## src/rtl/conv2_pkg.sv

```systemverilog
// Shared types and constants for the 3x3 conv sequencer.
package conv2_pkg;

    localparam int ACC_W   = 18;
    localparam int TAPS    = 9;
    localparam int SEL_MAX = 2;
    localparam int CNT_W   = 4;

    typedef enum logic [2:0] {
        IDLE,
        CLEAR,
        MAC,
        CAPT,
        OUT,
        LOAD,
        DONE
    } state_t;

    // Column rotation 0 -> 1 -> 2 -> 0; the value 3 is never produced.
    function automatic logic [1:0] sel_next(input logic [1:0] s);
        if (s >= 2'(SEL_MAX)) begin
            return 2'd0;
        end
        return s + 2'd1;
    endfunction

endpackage

```

## src/rtl/conv2_tap_cnt.sv

```systemverilog
// Tap index counter 0..TAPS-1 for the MAC phase, with a last-tap flag.
// Wraps to 0 after the last tap so every MAC phase starts at tap 0.
module conv2_tap_cnt #(
    parameter int TAPS  = conv2_pkg::TAPS,
    parameter int CNT_W = conv2_pkg::CNT_W
) (
    input  logic             clk_i,
    input  logic             rst_i,
    input  logic             en_i,
    output logic [CNT_W-1:0] cnt_o,
    output logic             last_o
);

    logic [CNT_W-1:0] cnt_q;
    logic [CNT_W-1:0] cnt_d;

    // Advance while enabled, wrapping after the last tap.
    always_comb begin
        cnt_d = cnt_q;
        if (en_i) begin
            if (cnt_q == CNT_W'(TAPS - 1)) begin
                cnt_d = '0;
            end else begin
                cnt_d = cnt_q + 1'b1;
            end
        end
    end

    // Counter register.
    always_ff @(posedge clk_i or posedge rst_i) begin
        if (rst_i) begin
            cnt_q <= '0;
        end else begin
            cnt_q <= cnt_d;
        end
    end

    assign cnt_o  = cnt_q;
    assign last_o = (cnt_q == CNT_W'(TAPS - 1));

endmodule

```

## src/rtl/conv2_seq_ctrl.sv

```systemverilog
// Sequencer for the 3x3 conv MAC datapath: clear, 9 MAC taps, capture,
// valid/ready hand-off, then column load with sel rotation between pixels.
// Optional macro CONV2_RELU_EN: clamp negative captured sums to zero.
// All outputs are decoded from registered state; no input-to-output paths.
module conv2_seq_ctrl #(
    parameter int N_OUT = 8,
    parameter int ACC_W = conv2_pkg::ACC_W,
    parameter int TAPS  = conv2_pkg::TAPS
) (
    input  logic             clk_i,
    input  logic             rst_i,
    input  logic             start_i,
    input  logic [ACC_W-1:0] acc_i,
    output logic [1:0]       sel_o,
    output logic [3:0]       counter_o,
    output logic             and_control_o,
    output logic             we_o,
    output logic             acc_rst_n_o,
    output logic             col_load_o,
    input  logic             col_ready_i,
    output logic [ACC_W-1:0] res_o,
    output logic             res_valid_o,
    input  logic             res_ready_i,
    output logic             busy_o,
    output logic             done_o
);
    import conv2_pkg::*;

    state_t           state_q, state_d;
    logic [1:0]       sel_q, sel_d;
    logic [7:0]       idx_q, idx_d;
    logic [ACC_W-1:0] res_q, res_d;
    logic [ACC_W-1:0] capt_val;
    logic             tap_last;
    logic             tap_en;

    assign tap_en = (state_q == MAC);

    conv2_tap_cnt #(
        .TAPS  (TAPS),
        .CNT_W (4)
    ) u_tap_cnt (
        .clk_i  (clk_i),
        .rst_i  (rst_i),
        .en_i   (tap_en),
        .cnt_o  (counter_o),
        .last_o (tap_last)
    );

    // Value latched in CAPT: optionally rectified sum.
    always_comb begin
        capt_val = acc_i;
`ifdef CONV2_RELU_EN
        if (acc_i[ACC_W-1]) begin
            capt_val = '0;
        end
`endif
    end

    // Next-state, pixel index, column select and result capture.
    always_comb begin
        state_d = state_q;
        sel_d   = sel_q;
        idx_d   = idx_q;
        res_d   = res_q;
        case (state_q)
            IDLE: begin
                if (start_i) begin
                    state_d = CLEAR;
                    sel_d   = 2'd0;
                    idx_d   = 8'd0;
                end
            end
            CLEAR: state_d = MAC;
            MAC: begin
                if (tap_last) begin
                    state_d = CAPT;
                end
            end
            CAPT: begin
                res_d   = capt_val;
                state_d = OUT;
            end
            OUT: begin
                if (res_ready_i) begin
                    if (idx_q == 8'(N_OUT - 1)) begin
                        state_d = DONE;
                    end else begin
                        state_d = LOAD;
                    end
                end
            end
            LOAD: begin
                if (col_ready_i) begin
                    sel_d   = sel_next(sel_q);
                    idx_d   = idx_q + 8'd1;
                    state_d = CLEAR;
                end
            end
            DONE:    state_d = IDLE;
            default: state_d = IDLE;
        endcase
    end

    // State and datapath-control registers.
    always_ff @(posedge clk_i or posedge rst_i) begin
        if (rst_i) begin
            state_q <= IDLE;
            sel_q   <= 2'd0;
            idx_q   <= 8'd0;
            res_q   <= '0;
        end else begin
            state_q <= state_d;
            sel_q   <= sel_d;
            idx_q   <= idx_d;
            res_q   <= res_d;
        end
    end

    assign sel_o         = sel_q;
    assign res_o         = res_q;
    assign and_control_o = (state_q == MAC);
    assign we_o          = (state_q == MAC);
    assign acc_rst_n_o   = (state_q != CLEAR);
    assign col_load_o    = (state_q == LOAD);
    assign res_valid_o   = (state_q == OUT);
    assign busy_o        = (state_q != IDLE);
    assign done_o        = (state_q == DONE);

endmodule
```

## config.mk

```make
export PLATFORM = sky130hd
export DESIGN_NAME = conv2_seq_ctrl
export DESIGN_NICKNAME = d
export VERILOG_FILES = /design/src/rtl/conv2_pkg.sv /design/src/rtl/conv2_tap_cnt.sv /design/src/rtl/conv2_seq_ctrl.sv
export SDC_FILE = /design/constraint.sdc
export NUM_CORES = 1
export LEC_CHECK = 0
export CAP_MARGIN = 20
export CORE_MARGIN = 2
export CORE_UTILIZATION = 45
export DETAILED_ROUTE_END_ITERATION = 10
export PLACE_DENSITY_LB_ADDON = 0.2
export SLEW_MARGIN = 20
export SYNTH_ARGS = -nofsm -noshare
export SYNTH_HDL_FRONTEND = slang
export SYNTH_SLANG_ARGS = --single-unit
```

## constraint.sdc

```tcl
create_clock -name clk_i -period 1.8 [get_ports clk_i]
set_input_delay 0.36 -clock clk_i [delete_from_list [all_inputs] [get_ports clk_i]]
set_output_delay 0.36 -clock clk_i [all_outputs]
set_load 0.02 [all_outputs]
```

Word level (Yosys, flattened, before mapping)
Index checks and enable logic that the tools add are counted.
{"block": "op_classes", "muxes": 18, "n_lt_le_gt_ge": 1, "reduce_logical": 5, "n_eq_ne": 13, "add_sub_neg": 3}
{"cell": "$pmux 3 s6", "n": 1}
{"cell": "$mux 8", "n": 2}
{"cell": "$pmux 8 s2", "n": 1}
{"cell": "$mux 3", "n": 4}
{"cell": "$mux 2", "n": 5}
{"cell": "$eq 3x3->1 const B", "n": 3}
{"cell": "$add 8x1->8 const B", "n": 1}
{"cell": "$eq 8x3->1 const B", "n": 1}
{"cell": "$eq 3x2->1 const B", "n": 2}
{"cell": "$ne 2x1->1 const B", "n": 3}
{"cell": "$add 4x1->4 const B", "n": 1}
{"cell": "$eq 4x4->1 const B", "n": 1}
{"cell": "$mux 4", "n": 1}
{"cell": "$pmux 2 s2", "n": 1}
{"cell": "$reduce_and 4->1", "n": 1}
{"cell": "$eq 3x1->1 const B", "n": 1}
{"cell": "$logic_not 3->1", "n": 1}
{"cell": "$mux 1", "n": 3}
{"cell": "$ne 3x1->1 const B", "n": 1}
{"cell": "$reduce_and 3->1", "n": 1}
{"cell": "$reduce_bool 3->1", "n": 1}
{"cell": "$add 2x1->2 const B", "n": 1}
{"cell": "$ge 2x2->1 const B", "n": 1}
{"cell": "$ne 2x2->1 const B", "n": 1}
{"cell": "$reduce_bool 2->1", "n": 1}
{"block": "word_totals", "inputBits": 23, "ff_bits": 35, "out_inout_bits": 31, "wordCells": 45}

Logic depth before layout (Yosys ltp)
{"block": "depth", "word_depth": 7, "depth_mapped": 5, "mapped_depth_nobuf": 5}

Hierarchy
A second synthesis with hierarchy kept.
{"block": "unflattened", "cells_unflattened": 144, "hier_area_um2": 1661.6}
{"module": "conv2_seq_ctrl", "instances": 1, "area_each_um2": 1437.6, "seq_area_each_um2": 775.7, "cells_each": 119}
{"module": "conv2_tap_cnt", "instances": 1, "area_each_um2": 224.0, "seq_area_each_um2": 100.1, "cells_each": 25}

Worst setup path before layout
No wires, ideal clock.
{"block": "synth_path", "path_type": "flip-flop to output port", "startpoint": "reg state_q[2]", "endpoint": "out we_o", "path_slack_ns": 0.077, "t_required_ns": 1.440, "stages_incl_launch_ff": 4, "t_arrival_ns": 1.363, "n_path_buf": 2, "path_cell_list": "dfrtp_1 -> buf_1 -> nor3b_2 -> buf_4"}
{"block": "synth_via", "elab_chain_cells": 1}
{"item": "start: declaration", "line": "conv2_seq_ctrl.sv:29", "text": "state_t state_q, state_d;"}
{"item": "start signal: assignment", "line": "conv2_seq_ctrl.sv:113", "text": "state_q <= state_d;"}
{"item": "$eq 3x2->1"}
{"item": "end: declaration", "line": "conv2_seq_ctrl.sv:17", "text": "output logic we_o,"}
Every way passes these cells.

Final worst setup path
{"block": "layout_path", "startpoint": "reg idx_q[3]", "endpoint": "reg state_q[1]"}
{"block": "layout_via", "elab_chain_cells": 4}
{"item": "start: declaration", "line": "conv2_seq_ctrl.sv:31", "text": "logic [7:0] idx_q, idx_d;"}
{"item": "start signal: assignment", "line": "conv2_seq_ctrl.sv:115", "text": "idx_q <= idx_d;"}
{"item": "$eq 8x3->1", "line": "conv2_seq_ctrl.sv:86", "text": "if (idx_q == 8'(N_OUT - 1)) begin"}
{"item": "$mux 2", "line": "conv2_seq_ctrl.sv:86"}
{"item": "$mux 3", "line": "conv2_seq_ctrl.sv:85", "text": "if (res_ready_i) begin"}
{"item": "$pmux 3 s6", "line": "conv2_seq_ctrl.sv:66", "text": "case (state_q)"}
Every way passes these cells. The select of a mux whose other input is x is not followed.
A chain may end at the register's enable or synchronous reset.

==> reports/metrics.cfg <==
[sta]
setup_ws_ns = 0.0477
setup_violations = 0
drv_slew = 0
finalHoldViolCount = 0
slew_headroom = 0.714
period_needed_ns = 1.75
post-route-period-util = 0.974
holdWs_ns = 0.418
fin_worst_skew_ns = 0.00267
worst_pin_slew_ns = 0.429
max_freq_mhz = 571

[clocking]
clk_latency_ns = 0.33
cts.path.max_buffers = 2
htreeDepth = 2
numCtsBuffers = 5
root_buffer = clkbuf_4
cts.sinks = 35
tritoncts = yes
clk_pin_slew_worst_paths_ns = 0.10

[synth]
ys_types = 31
synthTopCellsByArea = dfrtp_1 54%, mux2_2 15%, or4_1 2.8%, nand2_1 2.6%, a21oi_1 2.5%
yosys.area.top_type_share = 0.542
synth_area_um2 = 1620
yosys_warnings = 0
synth-main-ff-cell = dfrtp_1
synth_edf_count = 0
yosys_register_bits = 35
synth_most_common_cell = dfrtp_1
synth-async-reset-ratio = 1.00
synth_common_cells = 35 x dfrtp_1, 21 x mux2_2, 11 x nand2_1, 8 x a21oi_1
syn-num-nets = 165
yosysSeqAreaShare = 0.542
synth_top_area_cell = dfrtp_1
syn_avg_cell_area_um2 = 11.6
syn_inst = 139

[grt]
grt_first_pass_wirelength_mm = 5.88
grt_overflow = 0
grt_max_degree = 36
grt_pass1_vias = 1332
grt_usage = 0.184
antenna_found_initial = 0

[hold_path]
holdCritPathClass = input port to async pin

[floorplanning]
die_w_um = 63.9
die_y_um = 63.9
io_pins = 54
start_util = 0.477
core_um2 = 3390
dieArea_um2 = 4080
num_rows = 21

[place]
preCtsSetupSlack_ns = -0.141
place_inst = 245
place_congestion = 0.749
io_buffers = 53
place_hpwl_mm = 2.47
placed_cell_area_um2 = 2280

[finish]
final_layout_size_suffix_gt1_frac = 0.299
n_antenna_cell = 0
syn_to_final_growth_pct = 49.5
postLayoutCellArea_um2 = 2410
fin_nets = 236
stdcell_count = 257

[worst_setup_path]
r2r_slack_ns = 0.05
end_kind = flip-flop
arrival_ns = 2.01
r2r-end = state_q[1]
cpPeakStageDelay_ns = 0.57
reg2reg_depth = 3
path_cells = or4_1 -> or4_1 -> o21ai_1
timing.rr.start = idx_q[3]
path_max_fanout = 6
cp-start-kind = flip-flop
worst_ep_required_time_ns = 2.06
critPathKind = flip-flop to flip-flop
critPathSlowestCell = or4_1
cp_common_cell = or4_1

[detailed_routing]
drt_wl_total_mm = 3.44
ant_nets = 0
wl_per_cell_um = 13.4
avgViaCountPerCell = 5.20
drtIter0Drc = 83
vias = 1336
drc = 0
firstDrtPassIters = 4

[run_status]
status = finished clean

[pwr]
p_per_area_nw_per_um2 = 1630
power_leakage_nw = 1.05
p_total_w = 0.00394
ir_worst_vdd_mv = 0.945

[run]
cap_violations = 0

-- worst max-delay path by stage --
| stage | start | endpoint | slack (ns) | cells past startpoint |
|---|---|---|---|---|
| floorplan | state_q[2] | we_o | 0.08 | 3 |
| global placement | col_ready_i | idx_q[7] | -0.1 | 4 |
| detailed placement | col_ready_i | idx_q[4] | -0.14 | 5 |
| CTS | state_q[1] | acc_rst_n_o | 0.004 | 4 |
| global route | state_q[1] | idx_q[5] | -0.02 | 4 |
| finish | idx_q[3] | state_q[1] | 0.05 | 3 |
-- cell families after synthesis --
group                      synth area share
adders and majority gates            0.0232
DFF                                   0.542
AOI/OAI and AO/OA                    0.0930
buffers and inverters                0.0333
muxes                                 0.153
and+or+nand+nor                       0.156
-- worst max-delay path: cells and delay by family, from the launching register on --
family	cells	cell delay [ns]
AND/OR/NAND/NOR	2	1.09
AO/OA/AOI/OAI	1	0.14
flip-flops	1	0.44
-- layer usage --
metal,up-vias,track usage,share of wire
met5,-,0,0
met4,0,0.0571,0.011
met3,4,0.0581,0.055
met2,40,0.299,0.50
met1,641,0.232,0.44
li1,651,-,-
-- power breakdown --
| group | leakage (nW) | switching (W) | internal, W |
|---|---|---|---|
| Clock | 0.0525 | 0.000254 | 0.000433 |
| Sequential | 0.431 | 0.000226 | 0.00110 |
| Combinational | 0.567 | 0.000900 | 0.00103 |
-- cell type report --
| type | instances | area, um2 |
|---|---|---|
| inverter | 4 | 15.0 |
| clock buffer | 6 | 41.3 |
| sequential | 35 | 880 |
| multi-input combinational | 92 | 712 |
| fill | 234 | 975 |
| clock inverter | 2 | 60.1 |
| timing repair buffer | 72 | 649 |
| tap | 46 | 57.6 |
-- timing repair --
| item | in CTS | in global routing |
|---|---|---|
| endpoints found under the setup margin | 7 | 11 |
| gates resized for setup | 27 | 11 |
| buffers inserted | 2 | 2 |
| pin swaps | 0 | 2 |
| endpoints found under the hold margin | 0 | 0 |
| hold buffers | 0 | 0 |
-- sequential cells by signal (all words and copies together) (netlist names) --
name             flops
idx_q                8
res_o               18
sel_o                2
state_q              3
u_tap_cnt.cnt_o      4
-- layout by cell type, fill, tap and decap left out, drive strengths merged, types with 2 or more instances in the layout --
cell / instances
a21oi: 8
a22o: 3
and2: 2
buf: 24
bufinv: 2
clkbuf: 7
clkdlybuf4s50: 44
dfrtp: 35
dlymetal6s2s: 2
ha: 3
inv: 4
mux2: 21
nand2: 11
nand3: 5
nand3b: 3
nor2: 5
nor3b: 3
o21ai: 7
o31ai: 3
or3: 3
or4: 6
-- stage by stage --
stage / util / setup TNS, ns
after floorplan: - / 0
after global placement: 0.672 / -0.776
after detailed placement: 0.672 / -1.06
after CTS: 0.708 / 0
after global routing: 0.712 / -0.0429
final: 0.712 / 0
Note: power is estimated with default switching activity, not from simulation.
